`src/rtl/hex_display_scheduler_if.sv`:
```
// ---------------------------------------------------------------------------
// hex_display_scheduler_if
// Request/grant and display bundle between two value sources (A, B) and the
// six-digit seven-segment scheduler.
//   req_a/req_b   : requester wants the display, held until its grant
//   data_a/data_b : 24-bit value, nibble k goes to digit k, stable while req
//   gnt_a/gnt_b   : one-cycle grant pulses, data captured on that edge
//   busy          : high from grant until the sweep completes
//   done          : one-cycle pulse after the last digit is written
//   hex[k]        : digit k segments, active-low, bit0=a .. bit6=g
// master = requester/board side, slave = the scheduler.
// ---------------------------------------------------------------------------
interface hex_display_scheduler_if;
  logic             req_a;
  logic [23:0]      data_a;
  logic             req_b;
  logic [23:0]      data_b;
  logic             gnt_a;
  logic             gnt_b;
  logic             busy;
  logic             done;
  logic [5:0][6:0]  hex;

  modport master (
    output req_a, data_a, req_b, data_b,
    input  gnt_a, gnt_b, busy, done, hex
  );

  modport slave (
    input  req_a, data_a, req_b, data_b,
    output gnt_a, gnt_b, busy, done, hex
  );
endinterface

```
`src/rtl/hex_display_scheduler.sv`:
```
// ---------------------------------------------------------------------------
// hex_display_scheduler
// Shares the HEX5..HEX0 bank between two requesters. A round-robin arbiter
// grants one request, captures its 24-bit value, then a sweep FSM writes one
// digit per divider tick through a single shared hex-to-segment decoder.
// Ports:
//   i_clk   : system clock, all state changes on its rising edge
//   i_rst_n : asynchronous active-low reset (blanks display, clears flags)
//   bus     : hex_display_scheduler_if.slave (requests, grants, status, hex)
// Parameters:
//   DIV_COUNT : clock cycles per sweep tick (>= 1)
//   CNT_W     : divider width, 2**CNT_W >= DIV_COUNT
// ---------------------------------------------------------------------------
module hex_display_scheduler #(
  parameter int DIV_COUNT = 50000,
  parameter int CNT_W     = 16
) (
  input  logic                    i_clk,
  input  logic                    i_rst_n,
  hex_display_scheduler_if.slave  bus
);

  typedef enum logic [1:0] {
    S_IDLE   = 2'd0,
    S_SWEEP  = 2'd1,
    S_FINISH = 2'd2
  } state_t;

  state_t           r_state;
  logic [23:0]      r_buf;
  logic [CNT_W-1:0] r_div;
  logic [2:0]       r_idx;
  logic             r_last_b;   // 1 when the most recent grant went to B
  logic             r_gnt_a;
  logic             r_gnt_b;
  logic             r_busy;
  logic             r_done;
  logic [5:0][6:0]  r_hex;

  logic             w_tick;
  logic [3:0]       w_nib;
  logic [6:0]       w_seg;
  logic             w_pick_b;

  assign w_tick = (r_div == CNT_W'(DIV_COUNT - 1));

  // Single decoder: the nibble for the digit currently being written.
  assign w_nib = r_buf[{r_idx, 2'b00} +: 4];

  always_comb begin
    w_seg = 7'h7F;
    case (w_nib)
      4'h0: w_seg = 7'h40;
      4'h1: w_seg = 7'h79;
      4'h2: w_seg = 7'h24;
      4'h3: w_seg = 7'h30;
      4'h4: w_seg = 7'h19;
      4'h5: w_seg = 7'h12;
      4'h6: w_seg = 7'h02;
      4'h7: w_seg = 7'h78;
      4'h8: w_seg = 7'h00;
      4'h9: w_seg = 7'h10;
      4'hA: w_seg = 7'h08;
      4'hB: w_seg = 7'h03;
      4'hC: w_seg = 7'h46;
      4'hD: w_seg = 7'h21;
      4'hE: w_seg = 7'h06;
      4'hF: w_seg = 7'h0E;
      default: w_seg = 7'h7F;
    endcase
  end

  // B wins when it is the only requester, or on a tie when A went last.
  assign w_pick_b = bus.req_b && !(bus.req_a && r_last_b);

  always_ff @(posedge i_clk or negedge i_rst_n) begin
    if (!i_rst_n) begin
      r_state  <= S_IDLE;
      r_buf    <= '0;
      r_div    <= '0;
      r_idx    <= '0;
      r_last_b <= 1'b1;
      r_gnt_a  <= 1'b0;
      r_gnt_b  <= 1'b0;
      r_busy   <= 1'b0;
      r_done   <= 1'b0;
      r_hex    <= {6{7'h7F}};
    end else begin
      // Grant and done are single-cycle pulses.
      r_gnt_a <= 1'b0;
      r_gnt_b <= 1'b0;
      r_done  <= 1'b0;
      case (r_state)
        S_IDLE: begin
          if (bus.req_a || bus.req_b) begin
            r_gnt_a  <= !w_pick_b;
            r_gnt_b  <= w_pick_b;
            r_buf    <= w_pick_b ? bus.data_b : bus.data_a;
            r_last_b <= w_pick_b;
            r_div    <= '0;
            r_idx    <= '0;
            r_busy   <= 1'b1;
            r_state  <= S_SWEEP;
          end
        end
        S_SWEEP: begin
          if (w_tick) begin
            r_div        <= '0;
            r_hex[r_idx] <= w_seg;
            r_idx        <= r_idx + 3'd1;
            if (r_idx == 3'd5) begin
              r_state <= S_FINISH;
            end
          end else begin
            r_div <= r_div + 1'b1;
          end
        end
        S_FINISH: begin
          r_done  <= 1'b1;
          r_busy  <= 1'b0;
          r_state <= S_IDLE;
        end
        default: r_state <= S_IDLE;
      endcase
    end
  end

  assign bus.gnt_a = r_gnt_a;
  assign bus.gnt_b = r_gnt_b;
  assign bus.busy  = r_busy;
  assign bus.done  = r_done;
  assign bus.hex   = r_hex;

endmodule

```
`src/flat_wrapper.sv`:
```
// flat-port wrapper written by rule: the top's interface ports become plain ports
module hex_display_scheduler_flat 
#(
  parameter int DIV_COUNT = 50000,
  parameter int CNT_W     = 16
)
  (i_clk, i_rst_n, bus_req_a, bus_data_a, bus_req_b, bus_data_b, bus_gnt_a, bus_gnt_b, bus_busy, bus_done, bus_hex);
  hex_display_scheduler_if bus_i ();
  input  logic i_clk;
  input  logic i_rst_n;
  input wire logic [$bits(bus_i.req_a)-1:0] bus_req_a;
  input wire logic [$bits(bus_i.data_a)-1:0] bus_data_a;
  input wire logic [$bits(bus_i.req_b)-1:0] bus_req_b;
  input wire logic [$bits(bus_i.data_b)-1:0] bus_data_b;
  output wire logic [$bits(bus_i.gnt_a)-1:0] bus_gnt_a;
  output wire logic [$bits(bus_i.gnt_b)-1:0] bus_gnt_b;
  output wire logic [$bits(bus_i.busy)-1:0] bus_busy;
  output wire logic [$bits(bus_i.done)-1:0] bus_done;
  output wire logic [$bits(bus_i.hex)-1:0] bus_hex;
  assign bus_i.req_a = bus_req_a;
  assign bus_i.data_a = bus_data_a;
  assign bus_i.req_b = bus_req_b;
  assign bus_i.data_b = bus_data_b;
  assign bus_gnt_a = bus_i.gnt_a;
  assign bus_gnt_b = bus_i.gnt_b;
  assign bus_busy = bus_i.busy;
  assign bus_done = bus_i.done;
  assign bus_hex = bus_i.hex;
  hex_display_scheduler #(.DIV_COUNT(DIV_COUNT), .CNT_W(CNT_W)) u_core (.i_clk(i_clk), .i_rst_n(i_rst_n), .bus(bus_i));
endmodule
```
`config.mk`:
```
export PLATFORM = sky130hd
export DESIGN_NAME = hex_display_scheduler_flat
export DESIGN_NICKNAME = d
export VERILOG_FILES = /design/src/rtl/hex_display_scheduler_if.sv /design/src/rtl/hex_display_scheduler.sv /design/src/flat_wrapper.sv
export SDC_FILE = /design/constraint.sdc
export NUM_CORES = 1
export LEC_CHECK = 0
export CAP_MARGIN = 20
export CORE_MARGIN = 5
export CORE_UTILIZATION = 46
export CTS_CLUSTER_DIAMETER = 30
export DETAILED_ROUTE_END_ITERATION = 10
export GPL_TIMING_DRIVEN = 0
export PLACE_DENSITY = 0.75
export SETUP_SLACK_MARGIN = 0.4
export SYNTH_ARGS = -nofsm -noshare
export SYNTH_HDL_FRONTEND = slang
export SYNTH_SLANG_ARGS = --single-unit
export TNS_END_PERCENT = 1
```
`constraint.sdc`:
```
create_clock -name i_clk -period 2.55 [get_ports i_clk]
set_input_delay 0.51 -clock i_clk [delete_from_list [all_inputs] [get_ports i_clk]]
set_output_delay 0.51 -clock i_clk [all_outputs]
set_load 0.02 [all_outputs]
```
---- After elaboration in Yosys (flattened, before gate mapping) ----
Memories as Yosys holds them, arrays and structs flattened.
Index checks and enable logic that the tools add are counted.
word-level totals
  register bits after elaboration ......... 92
  memories ................................ 1
  input port bits ......................... 52
  output and inout bits ................... 46
  bits in read-only memories .............. 112
  logic and storage cells ................. 64
cells by class
  reductions and logical operators ........ 15
  eq/ne operators ......................... 7
  shift operators ......................... 1
  mux-type cells .......................... 21
  add/subtract/negate cells ............... 2
  magnitude comparators ................... 2
memory list
  memory            words  bits a word  rd ports  clocked after memory_dff  wr ports  RTL line                     RTL
  (name not given)  16     7            1         0                         0         hex_display_scheduler.sv:52  case (w_nib)
operator list
  operator                                                     number
  bitwise mux 42 bit                                           1
  two-way mux 16 bit                                           2
  one-hot mux 16 bit (2 select lines)                          1
  two-way mux 24 bit                                           1
  variable part select 24 x 6 -> 4 bit                         1
  demux 7 bit (select 3 bit)                                   1
  adder 16 x 1 -> 16 bit (second input constant)               1
  equality test 16 bit (second input constant)                 1
  AND reduction 2 bit                                          4
  two-way mux 7 bit                                            1
  two-way mux 1 bit                                            6
  two-way mux 2 bit                                            3
  two-way mux 3 bit                                            2
  != test 2 x 1 -> 1 bit (second input constant)               3
  one-hot mux 3 bit (2 select lines)                           1
  AND reduction 3 bit                                          2
  less-than comparator 3 x 4 -> 1 bit (second input constant)  1
  one-hot mux 2 bit (2 select lines)                           1
  nonzero test 2 bit                                           2
  adder 3 x 1 -> 3 bit (second input constant)                 1
  equality test 3 bit (second input constant)                  1
  >= comparator 3 x 1 -> 1 bit (second input constant)         1
  logical AND 1 bit                                            3
  equality test 2 x 1 -> 1 bit (second input constant)         1
  other kinds (5)                                              6

---- Longest topological paths before layout ----
Gate-level depths: netlist (run 1).
  word-level depth ........................ 6
  mapped depth ............................ 11

---- Worst setup path after synthesis (run 1) ----
OpenSTA, ideal clock, no wires.
  path type ............................... reg-to-reg
  start point ............................. register u_core.r_div[7]
  end point ............................... register u_core.r_hex (netlist bit u_core.bus.hex[0])
  library setup time ...................... 0.085 ns
  period minus slack after synthesis ...... 2.488 ns
  stages on the path, launching flop included .. 8
  buffers on the path ..................... 2
  arrival ................................. 2.404 ns
  setup slack ............................. 0.062 ns
  cells stage by stage .................... dfrtp_1 -> buf_6 -> or4_4 -> nor4_4 -> nand2_4 -> or4_1 -> buf_2 -> mux2_1
between the ends
  cells in the longest elaborated chain, start to end .. 2
ends and longest elaborated chain
  item                                  RTL line                      RTL
  start, declared                       hex_display_scheduler.sv:31   logic [CNT_W-1:0] r_div;
  start signal, assigned                hex_display_scheduler.sv:115  r_div <= r_div + 1'b1;
  equality test 16 bit                  hex_display_scheduler.sv:45   assign w_tick = (r_div == CNT_W'(DIV_COUNT - 1));
  AND reduction 2 bit (no source line)  --
  end signal, assigned                  hex_display_scheduler.sv:87   r_hex <= {6{7'h7F}};
  end signal, assigned by index         hex_display_scheduler.sv:109  r_hex[r_idx] <= w_seg;
  end, declared                         hex_display_scheduler.sv:38   logic [5:0][6:0] r_hex;
No other way between the ends.
A chain may end at the register's enable or synchronous reset.

---- Worst setup path after layout (run 1) ----
  start point ............................. register u_core.r_div[7]
  end point ............................... register u_core.r_hex (netlist bit u_core.bus.hex[4])
Same word-level chain as after synthesis.

==> out/metrics.cfg, run 1 <==
[layout]
layout.cells.most_common = sky130_fd_sc_hd__clkdlybuf4s50_1
final_area_um2 = 6110
design.final.nets = 596
multiInputGateArea_um2 = 2050
layoutNonFillerInstCount = 669
n_antenna_cell = 0
final.fill_count = 721
most-common-layout-cells = sky130_fd_sc_hd__clkdlybuf4s50_1, sky130_fd_sc_hd__nand2_1, sky130_fd_sc_hd__dfrtp_1
post_route_cells_drive_above_1_share_pct = 27.8
area.growth.synth_to_final_pct = 40.3
ff_latch_area_um2 = 2360

[sta]
finalClockSkew_ps = 18.7
clock.fmax_mhz = 412
final_max_slew_viol_count = 0
slew_headroom_pct = 58.0
final_setup_tns_ps = 0
hold-worst-slack_ps = 95.3
setup_violations = 0
timing.final.crit_share_pct = 95.2
rsz0062_at_grt = yes
actual_slew_at_the_worst_max_slew_pin_ps = 629
timing_hold_violations_final = 0
finalCriticalPeriod_ps = 2430

[cts]
tritoncts.num_buffers = 9
cts_tree = built
clkSlewWorstSetupHoldPaths_ps = 100
cts_htree_levels = 3
cts_root_buf = sky130_fd_sc_hd__clkbuf_8
clock_path_buffers = 2
clock-sinks = 92
holdBufCountCts = 0
clock_latency_ps = 360

[critical_path]
crit_path_top_delay_cell = sky130_fd_sc_hd__or4_4
cp.required_ps = 2830
rr_startpoint = u_core.r_div[7]
regToRegEndpoint = u_core.bus.hex[4]
worst_setup_path_start_kind = flip-flop
critical_path_buf_inv_count = 3
end_kind = flip-flop
critPathArrivalTime_ps = 2710
ff2ff_setup_slack_ps = 120
timing.critical_path.mode_cell = sky130_fd_sc_hd__or4_4
critPathMaxStageDelay_ps = 490
timing.setup.critical_path_class = flip-flop to flip-flop
critPathMaxFanout = 6
crit_chain = buf_6, or4_4, nor4_4, buf_4, nand2_8, or4_4, buf_8, mux2_4
r2r_cells = 8
critical_path.top_delay_family = simple AND/OR/NAND/NOR gates

[routing]
detail_route.wirelength_um = 10500
route.detailed.drc = 0
ant_nets = 0
vias_per_cell = 5.21
drt_pass1_iterations = 5
post_drt_wl_per_cell_um = 15.8
num_vias = 3484
dr.first_iter.drc_count = 144

[placed_design]
dpl-instance-area_um2 = 5530
hpwlAfterDp_um = 7260
placed_cells = 629
gp_congestion = 0.883
numPortBuffers = 97

[yosys]
synthDominantAreaCellType = sky130_fd_sc_hd__dfrtp_1
yosysSeqAreaShare_pct = 54.1
number_of_enable_type_register_cells_in_the_synthesized_netlist = 0
syn_inst = 402
synth.net_count = 463
ys_ff_latch = 92
yosysUniqueCellTypes = 52
syn_area_per_cell_um2 = 10.8
synth.area.top_cells = sky130_fd_sc_hd__dfrtp_1, sky130_fd_sc_hd__dfstp_2, sky130_fd_sc_hd__mux2_2
asyncSetResetFlopFracSynth_pct = 100
syn_area_um2 = 4360
synth_top_flop_cell = sky130_fd_sc_hd__dfrtp_1
ys.warnings.count = 0
synth_largest_type_area_fraction_pct = 28.1

[power]
power.total_uw = 2980
p_leak_uw = 0.00264
ir_drop_v = 0.000224
p_per_area_nw_per_um2 = 488

[floorplanning]
std_cell_rows = 35
dieArea_um2 = 11500
fp.dieH_um = 107
fp.coreArea_um2 = 9240
top_level_ports = 98
floorplan.initialDensity_pct = 47.1
die_x_um = 107

[global_route]
track_usage_pct = 18.4
grt_pass1_wl_um = 16900
maximum_number_of_pins_on_one_net_before_global_route_repair = 62
vias_in_the_first_global_route = 3489
antenna_found_initial = 0
remaining_global_route_overflow = 0

[min_path]
hold_class = input pin to asynchronous set/reset pin

[run]
max_cap_viol_count = 0

[status]
status = complete, no violations

power by group:
| group | switching, µW | internal (µW) |
|---|---|---|
| Combinational | 225 | 230 |
| Clock | 523 | 388 |
| Sequential | 74.3 | 1540 |
worst register-to-register path, delay by kind of cell (launching register included):
kind          cells  cell delay (ps)
simple gates      4             1230
flops             1              380
buf+inv           3              450
mux               1              300
how the worst max path moves through the flow:
stage,start,end,depth (start not counted)
after floorplan,u_core.r_div[5],u_core.bus.hex[0],6
after global routing,u_core.r_idx[0],u_core.bus.hex[40],11
after global placement,i_rst_n,u_core.bus.gnt_a,1
final,u_core.r_div[7],u_core.bus.hex[4],8
after CTS,u_core.r_div[7],u_core.bus.hex[4],8
after detailed placement,bus_req_b,u_core.r_buf[22],8
repair_timing:
item	4_1_cts	5_1_grt
pin swaps	8	7
setup endpoints to repair	74	70
gates resized for setup	27	31
buffers inserted	16	8
endpoints found under the hold margin	0	0
Yosys cell counts (all sizes together) (2+ instances only):
cell type and instances:
nand2 54, dfrtp 49, dfstp 43, nor2 32, o21ai 29, mux2 26
mux2i 18, a21oi 17, a22oi 16, nand3 14, clkbuf 10, ha 9
nor3 9, inv 8, xor2 8, buf 7, and2 5, nand2b 4
nand4 4, o22ai 4, xnor2 4, nor2b 3, a21boi 2, and3 2
nor4 2, o21a 2, or2 2, or4 2
stage by stage:
| step | setup slack (ps) | util [%] |
|---|---|---|
| 6_report | 122 | 66.1 |
| 5_1_grt | 39.6 | 66.1 |
| 4_1_cts | 18.9 | 63.9 |
| 3_5_place_dp | -426 | 59.8 |
| 3_3_place_gp | -2180 | 59.5 |
| 2_1_floorplan | 144 | - |
state kept, by name, indices dropped and copies added, names as in the netlist, 2 cells and up:
register	count
u_core.bus.hex	42
u_core.r_buf	24
u_core.r_div	16
u_core.r_state	2
u_core.r_idx	3
layout make-up:
type,instances,share of cell area (%)
repair buffers,122,19.9
clock inverters,6,0.778
multi-input cells,285,33.6
inverters,8,0.491
flip-flops and latches,92,38.5
well taps,129,2.64
clock buffers,10,2.25
plain buffers,17,1.82
cells by family (layout without fill, tap and decap cells):
family / after synthesis / in the layout / share of synthesized area (%)
mux: 44 / 44 / 10.9
simple gates: 139 / 139 / 16.3
flops: 92 / 92 / 54.1
buf+inv: 25 / 163 / 2.38
xor+xnor: 12 / 12 / 2.41
compound gates: 81 / 81 / 11.4
fa+ha+maj: 9 / 9 / 2.58
per-layer routing:
layer	vias to the layer above	global-route usage, %	share of wire (%)	routed length [µm]
met1	1676	24.5	47	4940
met2	113	30.1	47	4960
li1	1685	-	-	-
met5	-	0	0	0
met3	10	3.42	4.7	494
met4	0	6.21	1.4	146
(Power assumes the default switching activity.)
==> run 2, diff against run 1 <==
TNS_END_PERCENT = unset   (was 1)
==> run 2 against run 1 <==
Worst setup slack worse by 98 ps. Die area did not move. Critical path depth grew 4. Largest cell class is now multi-input combinational cells.
==> out/metrics.cfg, run 2 (synthesis gave the netlist of run 1 again) <==
[layout]
area.growth.synth_to_final_pct = 59.6
n_antenna_cell = 0
layoutNonFillerInstCount = 702
final_area_um2 = 6950
most-common-layout-cells = sky130_fd_sc_hd__clkdlybuf4s50_1, sky130_fd_sc_hd__nand2_1, sky130_fd_sc_hd__dfrtp_1
design.final.nets = 629
largest_register_ff_count = 42
post_route_cells_drive_above_1_share_pct = 41.4
final_core_util_pct = 75.2
layout.cells.most_common = sky130_fd_sc_hd__clkdlybuf4s50_1

[power]
internal_dissipation_uw = 2290
p_sw_uw = 978
p_per_area_nw_per_um2 = 470
swShare_pct = 29.9
clock_power_share_pct = 29.3
power.total_uw = 3260
p_leak_uw = 0.00293
ir_drop_v = 0.000291
comb_power_share_pct = 20.9
power_frac_seq_pct = 49.7

[global_route]
antenna_found_initial = 0
vias_in_the_first_global_route = 3738
track_usage_pct = 20.8
maximum_number_of_pins_on_one_net_before_global_route_repair = 59
grt_pass1_wl_um = 18900
remaining_global_route_overflow = 0

[floorplanning]
floorplan.initialDensity_pct = 47.1
top_level_ports = 98
fp.dieH_um = 107
dieArea_um2 = 11500
die_x_um = 107
fp.coreArea_um2 = 9240
std_cell_rows = 35

[cts]
cts_tree = built
clkSlewWorstSetupHoldPaths_ps = 100
clock_path_buffers = 2
clock_latency_ps = 380
cts_htree_levels = 3
tritoncts.num_buffers = 9
cts_root_buf = sky130_fd_sc_hd__clkbuf_8
holdBufCountCts = 0
clock-sinks = 92

[sta]
finalClockSkew_ps = 10.7
rsz0062_at_grt = yes
actual_slew_at_the_worst_max_slew_pin_ps = 521
postLayoutSetupSlackWorst_ps = 23.2
final_max_slew_viol_count = 0
finalCriticalPeriod_ps = 2530
clock.fmax_mhz = 396
setup_violations = 0
timing.final.crit_share_pct = 99.1
timing_hold_violations_final = 0
slew_headroom_pct = 65.0

[placed_design]
dpl-instance-area_um2 = 5550
placed_cells = 629
pre_cts_ws_ps = -462
numPortBuffers = 97
gp_congestion = 0.851
hpwlAfterDp_um = 7660

[routing]
num_vias = 3943
route.detailed.drc = 0
post_drt_wl_per_cell_um = 20.4
highest_signal_layer = met4
vias_per_cell = 5.62
met1Wirelength_um = 5520
met2_wire_len_um = 7580
dr.first_iter.drc_count = 268
ant_nets = 0
met3_wirelength_um = 779
drt_pass1_iterations = 5
detail_route.wirelength_um = 14300

[critical_path]
crit_chain = buf_8, buf_12, mux2i_4, o22ai_4, o21bai_4, buf_4, inv_4, ha_4, o21ai_2, o211ai_1, o21ai_2, mux2_4
critPathArrivalTime_ps = 2830
crit_path_top_delay_cell = sky130_fd_sc_hd__dfrtp_1
critical_path.top_delay_family = compound AO/OA/AOI/OAI gates
timing.critical_path.mode_cell = sky130_fd_sc_hd__o21ai_2
worst_setup_path_start_kind = flip-flop
critPathMaxFanout = 6
cp.required_ps = 2860
critical_path_buf_inv_count = 4
timing.setup.critical_path_class = flip-flop to flip-flop
critPathMaxStageDelay_ps = 420
end_kind = flip-flop

[min_path]
hold_class = input pin to asynchronous set/reset pin

[run]
max_cap_viol_count = 0

[status]
status = complete, no violations

==> run 2: stage by stage <==
step | hold slack, ps | TNS [ps]
after floorplan | 214 | 0
after global placement | 452 | -158900
after detailed placement | 457 | -11410
after CTS | 103 | 0
after global routing | 121 | 0
final | 89.6 | 0
==> run 2: timing repair <==
action | in CTS | in global routing
pin swaps | 15 | 21
setup buffers | 31 | 22
endpoints found under the setup margin | 73 | 68
gates resized for setup | 89 | 89
gates cloned | 2 | 2
==> run 2: worst paths after layout <==
kind	depth (start not counted)	start	slack, ps	endpoint
hold / removal	1	i_rst_n	90	u_core.r_buf[13]
min in group i_clk	2	u_core.bus.hex[5]	480	u_core.bus.hex[5]
max in group asynchronous	2	i_rst_n	1780	u_core.r_last_b
setup / recovery	12	u_core.r_idx[0]	20	u_core.bus.hex[39]
hold reg to reg	2	u_core.bus.hex[5]	480	u_core.bus.hex[5]
setup reg to reg	12	u_core.r_idx[0]	20	u_core.bus.hex[39]
==> run 2: power groups by stage <==
stage	logic [µW]	registers (µW)	clock network [µW]
after floorplan	234	1620	0
after global placement	381	1640	0
after detailed placement	404	1640	0
after CTS	529	1620	941
after global routing	732	1630	1010
final	684	1620	957
==> run 2: routing by layer <==
metal  GRT usage, %  vias to the layer above
met5              0                        -
met2           36.1                      172
met1           25.8                     1972
met4           6.94                        0
li1               -                     1755
met3           4.50                       44
==> run 2: cell type report <==
type	instances	area, µm²
clock buffer	10	138
sequential	92	2360
tap	129	161
inverter	8	35.0
multi-input combinational	285	2480
buffer	17	149
timing repair buffer	155	1590
clock inverter	6	46.3
fill	567	2290
==> run 3, diff against run 2 <==
CAP_MARGIN = 0   (was 20)
PLACE_DENSITY = 0.77   (was 0.75)
==> run 3 against run 2 <==
Total power increased by 2.5%. Routed wire length fell by 13%. Cell area decreased by 2.6%. Sequential power about the same. Maximum frequency rose by 4.5%. Sequential share of layout area increased by 0.88 points. Die area unchanged. Clock-buffer cell count is 1 higher. Non-clock buffer count shrank 12. Critical path type unchanged. Largest power group unchanged. Highest routed layer unchanged.
==> out/metrics.cfg, run 3 (synthesis gave the netlist of run 1 again) <==
[floorplanning]
std_cell_rows = 35
die_x_um = 107
fp.dieH_um = 107
fp.coreArea_um2 = 9240
top_level_ports = 98
dieArea_um2 = 11500
floorplan.initialDensity_pct = 47.1

[global_route]
maximum_number_of_pins_on_one_net_before_global_route_repair = 60
grt_pass1_wl_um = 18200
remaining_global_route_overflow = 0
track_usage_pct = 20.0
vias_in_the_first_global_route = 3754
antenna_found_initial = 0

[critical_path]
regToRegEndpoint = u_core.bus.hex[4]
critPathArrivalTime_ps = 2720
r2r_cells = 6
end_kind = flip-flop
ff2ff_setup_slack_ps = 130
cp.required_ps = 2850
rr_startpoint = u_core.r_div[4]
critPathMaxFanout = 5
worst_setup_path_start_kind = flip-flop
timing.setup.critical_path_class = flip-flop to flip-flop

[sta]
rsz0062_at_grt = yes
setup_violations = 0
final_max_slew_viol_count = 0
hold-worst-slack_ps = 89.6
clock.fmax_mhz = 414
finalClockSkew_ps = 14.2
actual_slew_at_the_worst_max_slew_pin_ps = 547
slew_headroom_pct = 63.3
timing_hold_violations_final = 0
timing.final.crit_share_pct = 94.8
finalCriticalPeriod_ps = 2420

[routing]
detail_route.wirelength_um = 12500
drt_pass1_iterations = 4
ant_nets = 0
post_drt_wl_per_cell_um = 18.2
dr.first_iter.drc_count = 177
route.detailed.drc = 0
num_vias = 3722
vias_per_cell = 5.39

[cts]
cts_tree = built
cts_htree_levels = 3
cts_root_buf = sky130_fd_sc_hd__clkbuf_8
clkSlewWorstSetupHoldPaths_ps = 90
tritoncts.num_buffers = 9
clock-sinks = 92
clock_path_buffers = 2
clock_latency_ps = 370

[layout]
post_route_cells_drive_above_1_share_pct = 37.4
n_antenna_cell = 0
most-common-layout-cells = sky130_fd_sc_hd__clkdlybuf4s50_1, sky130_fd_sc_hd__nand2_1, sky130_fd_sc_hd__dfrtp_1
area.growth.synth_to_final_pct = 55.4
final_core_util_pct = 73.3
layout.cells.most_common = sky130_fd_sc_hd__clkdlybuf4s50_1
design.final.nets = 617
largest_register_ff_count = 42

[power]
ir_drop_v = 0.000280
p_per_area_nw_per_um2 = 494
p_leak_uw = 0.00287

[placed_design]
hpwlAfterDp_um = 7420
gp_congestion = 0.837
numPortBuffers = 97

[min_path]
hold_class = input pin to asynchronous set/reset pin

[run]
max_cap_viol_count = 0

[status]
status = complete, no violations

==> run 3: changes by cell type in the layout (fill, tap and decap cells not counted), moves of 3 or more <==
cell,previous run,this run
sky130_fd_sc_hd__mux2i_4,7,4
sky130_fd_sc_hd__ha_1,3,6
sky130_fd_sc_hd__buf_4,38,29
sky130_fd_sc_hd__mux2i_1,8,13
sky130_fd_sc_hd__clkbuf_1,3,6
==> run 3: per-stage QoR <==
step	worst slack [ps]	instances	power [µW]	setup TNS, ps	cell area, µm²
2_1_floorplan	144	402	1850	0	4390
3_5_place_dp	-468	629	2040	-9170	5550
6_report	132	690	3350	0	6770
3_3_place_gp	-2180	628	2010	-161690	5520
5_1_grt	67.5	690	3490	0	6770
4_1_cts	19.0	677	3230	0	6310
==> run 3: worst max-delay path by stage <==
stage / startpoint / end / slack [ps] / cells past startpoint
after floorplan: u_core.r_div[5] / u_core.bus.hex[0] / 140 / 6
after global placement: i_rst_n / u_core.bus.gnt_a / -2180 / 1
after detailed placement: bus_req_b / u_core.r_buf[15] / -470 / 8
after CTS: u_core.r_div[7] / u_core.bus.hex[3] / 20 / 7
after global routing: u_core.r_div[4] / u_core.bus.hex[4] / 70 / 6
final: u_core.r_div[4] / u_core.bus.hex[4] / 130 / 6
==> run 3: report_power, final <==
group          switching [µW]  total (µW)  internal [µW]  leakage, µW
Combinational             289         590            301      0.00166
Clock                     526        1140            615     0.000120
Sequential               72.0        1610           1540      0.00109
==> run 3: cell type report <==
class                      instances  area [µm²]
inverter                           8        32.5
tap                              129         161
clock inverter                     5        81.3
multi-input combinational        285        2390
clock buffer                      11         153
buffer                            17         143
fill                             588        2470
sequential                        92        2360
timing repair buffer             143        1450
==> run 3: critical path: stages (launching register included) <==
cell	delay (ps)
sky130_fd_sc_hd__dfrtp_1	420
sky130_fd_sc_hd__or4bb_4	540
sky130_fd_sc_hd__nor4_4	350
sky130_fd_sc_hd__nand2_4	110
sky130_fd_sc_hd__or4_4	470
sky130_fd_sc_hd__buf_8	170
sky130_fd_sc_hd__mux2_4	300
==> run 3: layer usage <==
metal,GRT usage (%),wire length [µm]
met1,24.1,4940
met2,35.7,6500
met3,3.42,628
met4,7.31,468
met5,0,0
==> run 3: repair_timing <==
item / 4_1_cts / 5_1_grt
gates cloned: 1 / 1
setup endpoints to repair: 74 / 61
setup buffers: 31 / 12
pin swaps: 13 / 9
gates resized for setup: 69 / 79
hold buffers: 0 / 0
